`config.mk`:
```
export PLATFORM = sky130hd
export DESIGN_NAME = systolic_step_seq_flat
export DESIGN_NICKNAME = d
export VERILOG_FILES = /design/src/rtl/systolic_pkg.sv /design/src/rtl/systolic_step_seq_if.sv /design/src/rtl/systolic_step_fifo.sv /design/src/rtl/systolic_step_seq.sv /design/src/flat_wrapper.sv
export SDC_FILE = /design/constraint.sdc
export NUM_CORES = 1
export LEC_CHECK = 0
export BUFFER_PORTS_ARGS = -buffer_cell sky130_fd_sc_hd__buf_2
export CAP_MARGIN = 20
export CORE_AREA = 2 2 419 421
export DETAILED_ROUTE_END_ITERATION = 6
export DIE_AREA = 0 0 421 423
export SETUP_SLACK_MARGIN = 0.05
export SLEW_MARGIN = 20
export SYNTH_ARGS = -nofsm -noshare
export SYNTH_HDL_FRONTEND = slang
export SYNTH_SLANG_ARGS = --single-unit
```
`constraint.sdc`:
```
create_clock -name clk -period 20.8 [get_ports clk]
set_clock_uncertainty 0.2 [all_clocks]
set_input_delay 1.04 -clock clk [delete_from_list [all_inputs] [get_ports clk]]
set_output_delay 1.04 -clock clk [all_outputs]
set_load 0.1 [all_outputs]
```
`src/rtl/systolic_pkg.sv`:
```
// Shared types for the systolic step sequencer.
// Holds the FSM state encoding and the default operand width.
package systolic_pkg;

  localparam int DW_DEF = 32;

  typedef enum logic [1:0] {
    IDLE,
    RUN,
    DRAIN,
    DONE
  } state_t;

endpackage

```
`src/rtl/systolic_step_seq_if.sv`:
```
// Operand-in and step-out handshake bundle.
// master drives operands and step_ready; slave is the sequencer.
interface systolic_step_seq_if
  import systolic_pkg::*;
#(
  parameter int M  = 8,
  parameter int N  = 8,
  parameter int DW = DW_DEF
) ();

  logic                   in_valid;
  logic                   in_ready;
  logic [M-1:0][DW-1:0]   in_a;
  logic [N-1:0][DW-1:0]   in_b;
  logic                   step_valid;
  logic                   step_ready;
  logic [M-1:0][DW-1:0]   step_a;
  logic [N-1:0][DW-1:0]   step_b;
  logic                   k_first;
  logic                   k_last;
  logic [15:0]            k_idx;

  modport master (
    output in_valid, in_a, in_b, step_ready,
    input  in_ready, step_valid, step_a, step_b,
    input  k_first, k_last, k_idx
  );

  modport slave (
    input  in_valid, in_a, in_b, step_ready,
    output in_ready, step_valid, step_a, step_b,
    output k_first, k_last, k_idx
  );

endinterface

```
`src/rtl/systolic_step_fifo.sv`:
```
// Step operand FIFO; pointers wrap modulo DEPTH.
// Storage is unreset; only pointers and count clear.
module systolic_step_fifo #(
  parameter int W     = 8,
  parameter int DEPTH = 4
) (
  input  logic         clk,
  input  logic         rst,
  input  logic         flush,
  input  logic         push,
  input  logic [W-1:0] din,
  input  logic         pop,
  output logic [W-1:0] dout,
  output logic         full,
  output logic         empty
);

  localparam int AW = $clog2(DEPTH);

  logic [W-1:0]  mem [DEPTH];
  logic [AW-1:0] wp;
  logic [AW-1:0] rp;
  logic [AW:0]   cnt;

  always_ff @(posedge clk) begin
    if (!rst || flush) begin
      wp  <= '0;
      rp  <= '0;
      cnt <= '0;
    end else begin
      if (push) wp <= wp + 1'b1;
      if (pop)  rp <= rp + 1'b1;
      case ({push, pop})
        2'b10:   cnt <= cnt + 1'b1;
        2'b01:   cnt <= cnt - 1'b1;
        default: ;
      endcase
    end
  end

  always_ff @(posedge clk) begin
    if (push) mem[wp] <= din;
  end

  assign dout  = mem[rp];
  assign full  = (cnt == (AW+1)'(DEPTH));
  assign empty = (cnt == '0);

endmodule

```
`src/rtl/systolic_step_seq.sv`:
```
// Tile sequencer: buffers K operand words, issues
// them as array steps, waits for the array to drain.
module systolic_step_seq
  import systolic_pkg::*;
#(
  parameter int M     = 8,
  parameter int N     = 8,
  parameter int DW    = DW_DEF,
  parameter int DEPTH = 4
) (
  input  logic                clk,
  input  logic                rst,
  input  logic                start,
  input  logic [15:0]         K,
  input  logic                acc_mode,
  input  logic                abort,
  input  logic                done_clear,
  input  logic                arr_idle,
  output logic                busy,
  output logic                done,
  output logic                err_k_zero,
  systolic_step_seq_if.slave  bus
);

  localparam int FW = (M + N) * DW;

  state_t        state;
  logic [15:0]   k_len;
  logic [15:0]   in_cnt;
  logic [15:0]   k_idx;
  logic          acc;
  logic          full;
  logic          empty;
  logic          push;
  logic          pop;
  logic          flush;
  logic          launch;
  logic [FW-1:0] head;

  assign bus.in_ready   = (state == RUN) && !full
                          && (in_cnt < k_len);
  assign bus.step_valid = (state == RUN) && !empty;
  assign {bus.step_a, bus.step_b} = head;
  assign bus.k_idx      = k_idx;
  assign bus.k_first    = bus.step_valid
                          && (k_idx == '0) && !acc;
  assign bus.k_last     = bus.step_valid
                          && (k_idx == k_len - 16'd1);

  assign push   = bus.in_valid && bus.in_ready;
  assign pop    = bus.step_valid && bus.step_ready;
  assign flush  = abort && busy;
  // start in DONE wins over done_clear
  assign launch = start
                  && ((state == IDLE) || (state == DONE));

  systolic_step_fifo #(
    .W     (FW),
    .DEPTH (DEPTH)
  ) u_fifo (
    .clk   (clk),
    .rst   (rst),
    .flush (flush),
    .push  (push),
    .din   ({bus.in_a, bus.in_b}),
    .pop   (pop),
    .dout  (head),
    .full  (full),
    .empty (empty)
  );

  always_ff @(posedge clk) begin
    if (!rst) begin
      state      <= IDLE;
      k_len      <= '0;
      in_cnt     <= '0;
      k_idx      <= '0;
      acc        <= 1'b0;
      busy       <= 1'b0;
      done       <= 1'b0;
      err_k_zero <= 1'b0;
    end else if (launch) begin
      k_len  <= K;
      acc    <= acc_mode;
      in_cnt <= '0;
      k_idx  <= '0;
      if (K == '0) begin
        state      <= DONE;
        busy       <= 1'b0;
        done       <= 1'b1;
        err_k_zero <= 1'b1;
      end else begin
        state      <= RUN;
        busy       <= 1'b1;
        done       <= 1'b0;
        err_k_zero <= 1'b0;
      end
    end else begin
      case (state)
        RUN: begin
          if (abort) begin
            state  <= IDLE;
            busy   <= 1'b0;
            in_cnt <= '0;
            k_idx  <= '0;
          end else begin
            if (push) in_cnt <= in_cnt + 16'd1;
            if (pop)  k_idx  <= k_idx + 16'd1;
            if (pop && bus.k_last) state <= DRAIN;
          end
        end
        DRAIN: begin
          if (abort) begin
            state  <= IDLE;
            busy   <= 1'b0;
            in_cnt <= '0;
            k_idx  <= '0;
          end else if (arr_idle) begin
            state <= DONE;
            busy  <= 1'b0;
            done  <= 1'b1;
          end
        end
        DONE: begin
          if (done_clear) begin
            state      <= IDLE;
            done       <= 1'b0;
            err_k_zero <= 1'b0;
          end
        end
        default: ;
      endcase
    end
  end

endmodule

```
`src/flat_wrapper.sv`:
```
// flat-port wrapper written by rule: the top's interface ports become plain ports
module systolic_step_seq_flat import systolic_pkg::*;
#(
  parameter int M     = 8,
  parameter int N     = 8,
  parameter int DW    = DW_DEF,
  parameter int DEPTH = 4
)
  (clk, rst, start, K, acc_mode, abort, done_clear, arr_idle, busy, done, err_k_zero, bus_in_valid, bus_in_a, bus_in_b, bus_step_ready, bus_in_ready, bus_step_valid, bus_step_a, bus_step_b, bus_k_first, bus_k_last, bus_k_idx);
  systolic_step_seq_if #(.M(M), .N(N), .DW(DW)) bus_i ();
  input  logic clk;
  input  logic rst;
  input  logic start;
  input  logic [15:0] K;
  input  logic acc_mode;
  input  logic abort;
  input  logic done_clear;
  input  logic arr_idle;
  output logic busy;
  output logic done;
  output logic err_k_zero;
  input wire logic [$bits(bus_i.in_valid)-1:0] bus_in_valid;
  input wire logic [$bits(bus_i.in_a)-1:0] bus_in_a;
  input wire logic [$bits(bus_i.in_b)-1:0] bus_in_b;
  input wire logic [$bits(bus_i.step_ready)-1:0] bus_step_ready;
  output wire logic [$bits(bus_i.in_ready)-1:0] bus_in_ready;
  output wire logic [$bits(bus_i.step_valid)-1:0] bus_step_valid;
  output wire logic [$bits(bus_i.step_a)-1:0] bus_step_a;
  output wire logic [$bits(bus_i.step_b)-1:0] bus_step_b;
  output wire logic [$bits(bus_i.k_first)-1:0] bus_k_first;
  output wire logic [$bits(bus_i.k_last)-1:0] bus_k_last;
  output wire logic [$bits(bus_i.k_idx)-1:0] bus_k_idx;
  assign bus_i.in_valid = bus_in_valid;
  assign bus_i.in_a = bus_in_a;
  assign bus_i.in_b = bus_in_b;
  assign bus_i.step_ready = bus_step_ready;
  assign bus_in_ready = bus_i.in_ready;
  assign bus_step_valid = bus_i.step_valid;
  assign bus_step_a = bus_i.step_a;
  assign bus_step_b = bus_i.step_b;
  assign bus_k_first = bus_i.k_first;
  assign bus_k_last = bus_i.k_last;
  assign bus_k_idx = bus_i.k_idx;
  systolic_step_seq #(.M(M), .N(N), .DW(DW), .DEPTH(DEPTH)) u_core (.clk(clk), .rst(rst), .start(start), .K(K), .acc_mode(acc_mode), .abort(abort), .done_clear(done_clear), .arr_idle(arr_idle), .busy(busy), .done(done), .err_k_zero(err_k_zero), .bus(bus_i));
endmodule
```
== Word-level counts from Yosys, hierarchy flattened ==
Memories as Yosys holds them, arrays and structs flattened. A register that Yosys moved wholly into a read port is not among the register bits.
Index checks and enable logic that the tools add are counted.

* Flip-flop bits (word level): 61
* Logic and storage cells: 106
* RAM bits: 2048
* Output and inout port bits: 535
* Memories: 1
* Input port bits: 537

{| class="wikitable"
|+ Memories
! memory !! words !! width !! read ports !! clocked after memory_dff !! write ports !! RTL line !! RTL
|-
| u_core.u_fifo.mem || 4 || 512 || 1 || 1 || 1 || systolic_step_fifo.sv:20 || <nowiki>logic [W-1:0] mem [DEPTH];</nowiki>
|}

* Eq/ne operators: 16
* $lt $le $gt $ge: 1
* Bitwise gates (word level): 1
* Reduce and logical (&&, ||, !) cells: 35
* Add/subtract/negate cells: 7
* Multiplexer cells: 34

{| class="wikitable"
|+ Operators with widths
! cell !! count
|-
| $mux W16 || 5
|-
| $pmux W16 S2 || 2
|-
| $add A16 B1 Y16 const B || 2
|-
| $logic_not A16 Y1 || 2
|-
| $mux W2 || 9
|-
| $eq A16 B16 Y1 || 1
|-
| $lt A16 B16 Y1 || 1
|-
| $sub A16 B1 Y16 const B || 1
|-
| $ne A3 B2 Y1 const B || 5
|-
| $mux W1 || 14
|-
| $logic_and A1 B1 Y1 || 11
|-
| $reduce_and A3 Y1 || 3
|-
| $ne A4 B3 Y1 const B || 2
|-
| $reduce_and A4 Y1 || 2
|-
| $reduce_bool A2 Y1 || 4
|-
| $eq A2 B2 Y1 const B || 3
|-
| $pmux W2 S3 || 1
|-
| $pmux W3 S2 || 1
|-
| $reduce_bool A3 Y1 || 2
|-
| $add A2 B1 Y2 const B || 2
|-
| $eq A2 B1 Y1 const B || 2
|-
| $logic_not A1 Y1 || 4
|-
| $pmux W1 S2 || 2
|-
| $reduce_bool A4 Y1 || 1
|-
| 11 further kinds || 12
|}

== Depth between registers and ports, before layout ==
* Depth in word-level cells: 9
* Gate-level depth with buffers: 14
* Gate-level depth less buffers: 13

== Cells and area by module ==
A second synthesis with hierarchy kept.

* Cells, all modules: 3213
* Area total of the unflattened synthesis: 78211.3 µm²

{| class="wikitable"
|+ By module, submodules not included
! module !! area an instance (µm²) !! seq. area each (µm²) !! cells an instance !! times used
|-
| systolic_step_fifo || 74430.1 || 61679.2 || 2722 || 1
|-
| systolic_step_seq || 3781.1 || 1081.0 || 491 || 1
|}

== Worst setup path before layout ==
OpenSTA, ideal clock, no wires.

* Kind: flip-flop to flip-flop
* Start: register u_core.k_len[4]
* End: memory u_core.u_fifo.mem[0][0] in the netlist's numbering (enable)
* Setup time: 949 ps
* Required time: 19651 ps
* Cell stages (with the launch flop): 9
* Arrival time: 14104 ps
* Path buffers: 0
* Clock period less this slack: 15252 ps
* Slack: 5548 ps
* Cells stage by stage: dfxtp_1 > inv_1 > ha_1 > a21o_1 > a21oi_1 > o21ai_0 > a2111oi_2 > o21a_1 > and3_1

* Cells in the longest elaborated chain, start to end: 5

{| class="wikitable"
|+ Ends and longest elaborated chain
! item !! RTL line !! RTL
|-
| start, declared || systolic_step_seq.sv:28 || <nowiki>logic [15:0] k_len;</nowiki>
|-
| start signal, assigned || systolic_step_seq.sv:75 || <nowiki>k_len <= '0;</nowiki>
|-
| start signal, assigned || systolic_step_seq.sv:83 || <nowiki>k_len <= K;</nowiki>
|-
| $lt A16 B16 Y1 || systolic_step_seq.sv:41 || <nowiki>&& (in_cnt < k_len);</nowiki>
|-
| $logic_and A1 B1 Y1 || systolic_step_seq.sv:41 ||
|-
| named net bus_in_ready || flat_wrapper.sv:26 || <nowiki>output wire logic [$bits(bus_i.in_ready)-1:0] bus_in_ready;</nowiki>
|-
| $logic_and A1 B1 Y1 || systolic_step_seq.sv:50 || <nowiki>assign push = bus.in_valid && bus.in_ready;</nowiki>
|-
| $mux W1 || systolic_step_fifo.sv:42 || <nowiki>if (push) mem[wp] <= din;</nowiki>
|-
| $mux W1 (implied by the code) || systolic_step_fifo.sv:42 ||
|-
| end, declared || systolic_step_fifo.sv:20 ||
|}

The timed path passes the listed nets, and every way through them passes these cells.

==> results.py <==
metrics = {
    "outcome": {
        "outcome": "finished clean",
    },
    "timing": {
        "period_needed_ns": 6.415,
        "hold-worst-slack_ns": 0.1879,
        "max_freq_mhz": 155.9,
        "setup_viol": 0,
        "worstMarginPinSlew_ns": 1.073,
        "relSlewSlack": 0.2847,
        "hold_violations": 0,
        "rsz0062_at_grt": "false",
        "slew_viol_final": 0,
        "post-route-period-util": 0.3084,
        "tns_ns": 0,
    },
    "worst_setup_path": {
        "arrival_ns": 5.17,
        "startpoint_type": "flip-flop",
        "crit_top_cell": "buf_4",
        "max_stage_delay_ns": 0.84,
        "worstPathCellList": "buf_4 > buf_4 > buf_4 > mux4_2 > buf_2",
        "cp_max_fo": 57,
        "path_class": "flip-flop to primary output",
        "crit_path_end_kind": "primary output",
        "cpMaxStageDelayCell": "dfxtp_4",
        "required_ns": 19.56,
    },
    "yosys": {
        "yosys.area.top_type": "edfxtp_1",
        "ys_ff_latch": 2111,
        "syn_inst": 3186,
        "synth_enable_flop_cells": 2048,
        "synth-seq-area-share": 0.8098,
        "ys_types": 59,
        "ys_warn_count": 0,
        "synthFlopType": "edfxtp_1",
        "postSynth.asyncResetShare": 0,
        "synth.top_cell.area_share": 0.7935,
        "ys_top_cells_by_area": "edfxtp_1 79%, mux4_2 15%, dfxtp_1 1.6%",
        "syn_area_sq_um": 77500,
        "synth_nets": 3753,
        "avgSynthCellArea_sq_um": 24.33,
    },
    "drt": {
        "ant_nets": 0,
        "avgRoutedWirePerCell_microns": 27.71,
        "vias_per_cell": 5.444,
        "drt-total-wl_microns": 191000,
        "drt_iter0_drc": 2864,
        "routed-via-count": 37530,
        "dr.pass1.iters": 7,
        "route.detailed.drc": 0,
    },
    "clock_tree": {
        "clock_tree.buffer_depth": 3,
        "clock-sinks": 2111,
        "h-tree-depth": 4,
        "cts_hold_buf": 0,
        "cts_resized": 0,
        "cts_inserted_buffers": 212,
        "cts_root_buffer": "clkbuf_16",
        "clkLatencyLatePin_ns": 0.85,
        "cts_tree": "yes",
        "post_cts_buffers": 0,
        "clk_pin_slew_ns": 0.06,
    },
    "min_path": {
        "holdCritPathClass": "input port to flip-flop",
    },
    "grt": {
        "grt_max_degree": 146,
        "grt_pass1_wl_microns": 273800,
        "grt_pass1_vias": 38300,
        "antenna_found_initial": 119,
        "grt.total_usage": 0.2118,
        "overflow": 0,
    },
    "power_and_ir_drop": {
        "p_leak_uw": 0.03027,
        "ir_worst_vdd_mv": 0.09057,
        "power_density_nw_per_um2": 114.2,
    },
    "floorplanning": {
        "pin_count": 1072,
        "die_area_sq_um": 178100,
        "core.rowCount": 153,
        "die_width_microns": 421,
        "start_util": 0.4474,
        "die_h_microns": 423,
        "fp.coreArea_sq_um": 173200,
    },
    "cells_and_area": {
        "synthToLayoutAreaGrowth_pct": 19.20,
        "drive_gt1_frac": 0.4248,
        "nets": 4948,
        "layout_common_cells": "2048 x edfxtp_1, 1071 x buf_2, 512 x mux4_2",
        "final_common_cell": "edfxtp_1",
    },
    "placement": {
        "dp_hpwl_microns": 125400,
        "port_buffers": 1071,
        "gp_congestion": 0.8477,
    },
    "job": {
        "drv_cap": 0,
    },
}
-- worst max-delay path, delay by kind of cell (launching register included) --
kind / cells / cell delay [ns]
buffers and inverters: 4 / 2.80
DFF: 1 / 0.84
muxes: 1 / 0.39
-- layer usage --
metal,GRT usage,share of wire,vias to the layer above
li1,-,-,16020
met1,0.2550,0.37,19640
met2,0.3582,0.52,1337
met3,0.05471,0.064,481
met4,0.09844,0.044,54
met5,0,0.0017,-
-- stage by stage --
step	instances	worst slack [ns]	power [uW]	cell area, sq um	util
finish	6894	14.39	10550	92390	0.5333
global route	6891	14.02	10880	92380	0.5332
CTS	6872	14.15	10650	92310	0.5328
detailed placement	6491	14.64	7050	85720	0.4948
global placement	6491	14.61	7039	85720	0.4948
floorplan	3186	5.548	6712	77500	-
-- logic make-up after synthesis --
kind of cell	Yosys count	share of synthesized area
AO/OA/AOI/OAI	114	0.009945
buffers and inverters	172	0.008443
adder cells (fa/ha/maj)	30	0.004940
XOR/XNOR	37	0.004181
AND/OR/NAND/NOR	206	0.01343
multiplexers	516	0.1493
flip-flops	2111	0.8098
-- registers in the layout, indices dropped and copies added, names as in the netlist, named ones only --
register           flops
u_core.acc             1
u_core.err_k_zero      1
u_core.in_cnt         16
u_core.u_fifo.mem   2048
u_core.u_fifo.rp       2
u_core.u_fifo.cnt      3
u_core.done            1
u_core.k_len          16
u_core.state           2
u_core.u_fifo.wp       2
u_core.busy            1
u_core.bus.k_idx      16
-- power by group --
part           switching [uW]  internal [uW]
combinational            1630            369
clock                    1580           2020
sequential               53.8           4900
total                    3270           7290
-- final cells by class --
class | count | area (sq um)
Antenna cell | 21 | 52.55
Clock buffer | 278 | 5593
Clock inverter | 103 | 992.2
Fill cell | 13450 | 80860
Inverter | 32 | 120.1
Multi-Input combinational cell | 903 | 14110
Sequential cell | 2111 | 62770
Tap cell | 2325 | 2909
Timing Repair Buffer | 1121 | 5843
-- path summary, 6_finish.rpt --
path | from | endpoint | cells after the start | slack, ns
worst max-delay path | flip-flop | bus_step_a[81] | 5 | 14.39
worst min-delay path | bus_in_a[97] | u_core.u_fifo.mem[0][353] | 1 | 0.19
worst min register to register | u_core.k_len[15] | u_core.k_len[15] | 2 | 0.29
worst max register to register | u_core.k_len[4] | u_core.u_fifo.mem[2][337] | 11 | 15.01
-- cell usage after synthesis, types with 2 or more instances --
cell type,n
edfxtp_1,2048
mux4_2,512
buf_1,73
nand2_1,64
dfxtp_1,63
clkbuf_1,62
a21oi_1,41
nor2_1,41
inv_1,32
ha_1,29
xor2_1,19
xnor2_1,18
nor3_1,16
nor4_1,16
nand4_1,13
nand3_1,12
a21o_1,11
and3_1,9
o21ai_0,9
a31oi_1,8
o211ai_1,8
o31ai_1,8
nor3b_1,6
or3_1,6
nand2b_1,5
buf_2,4
mux2i_1,4
or2_2,4
a211oi_1,3
o2111ai_1,3
a211o_1,2
a221oi_1,2
a41o_1,2
and2_1,2
nor4b_1,2
o21bai_1,2
o311a_1,2
o311ai_0,2
or4_1,2
or4b_1,2
Note: power is estimated with default switching activity, not from simulation.
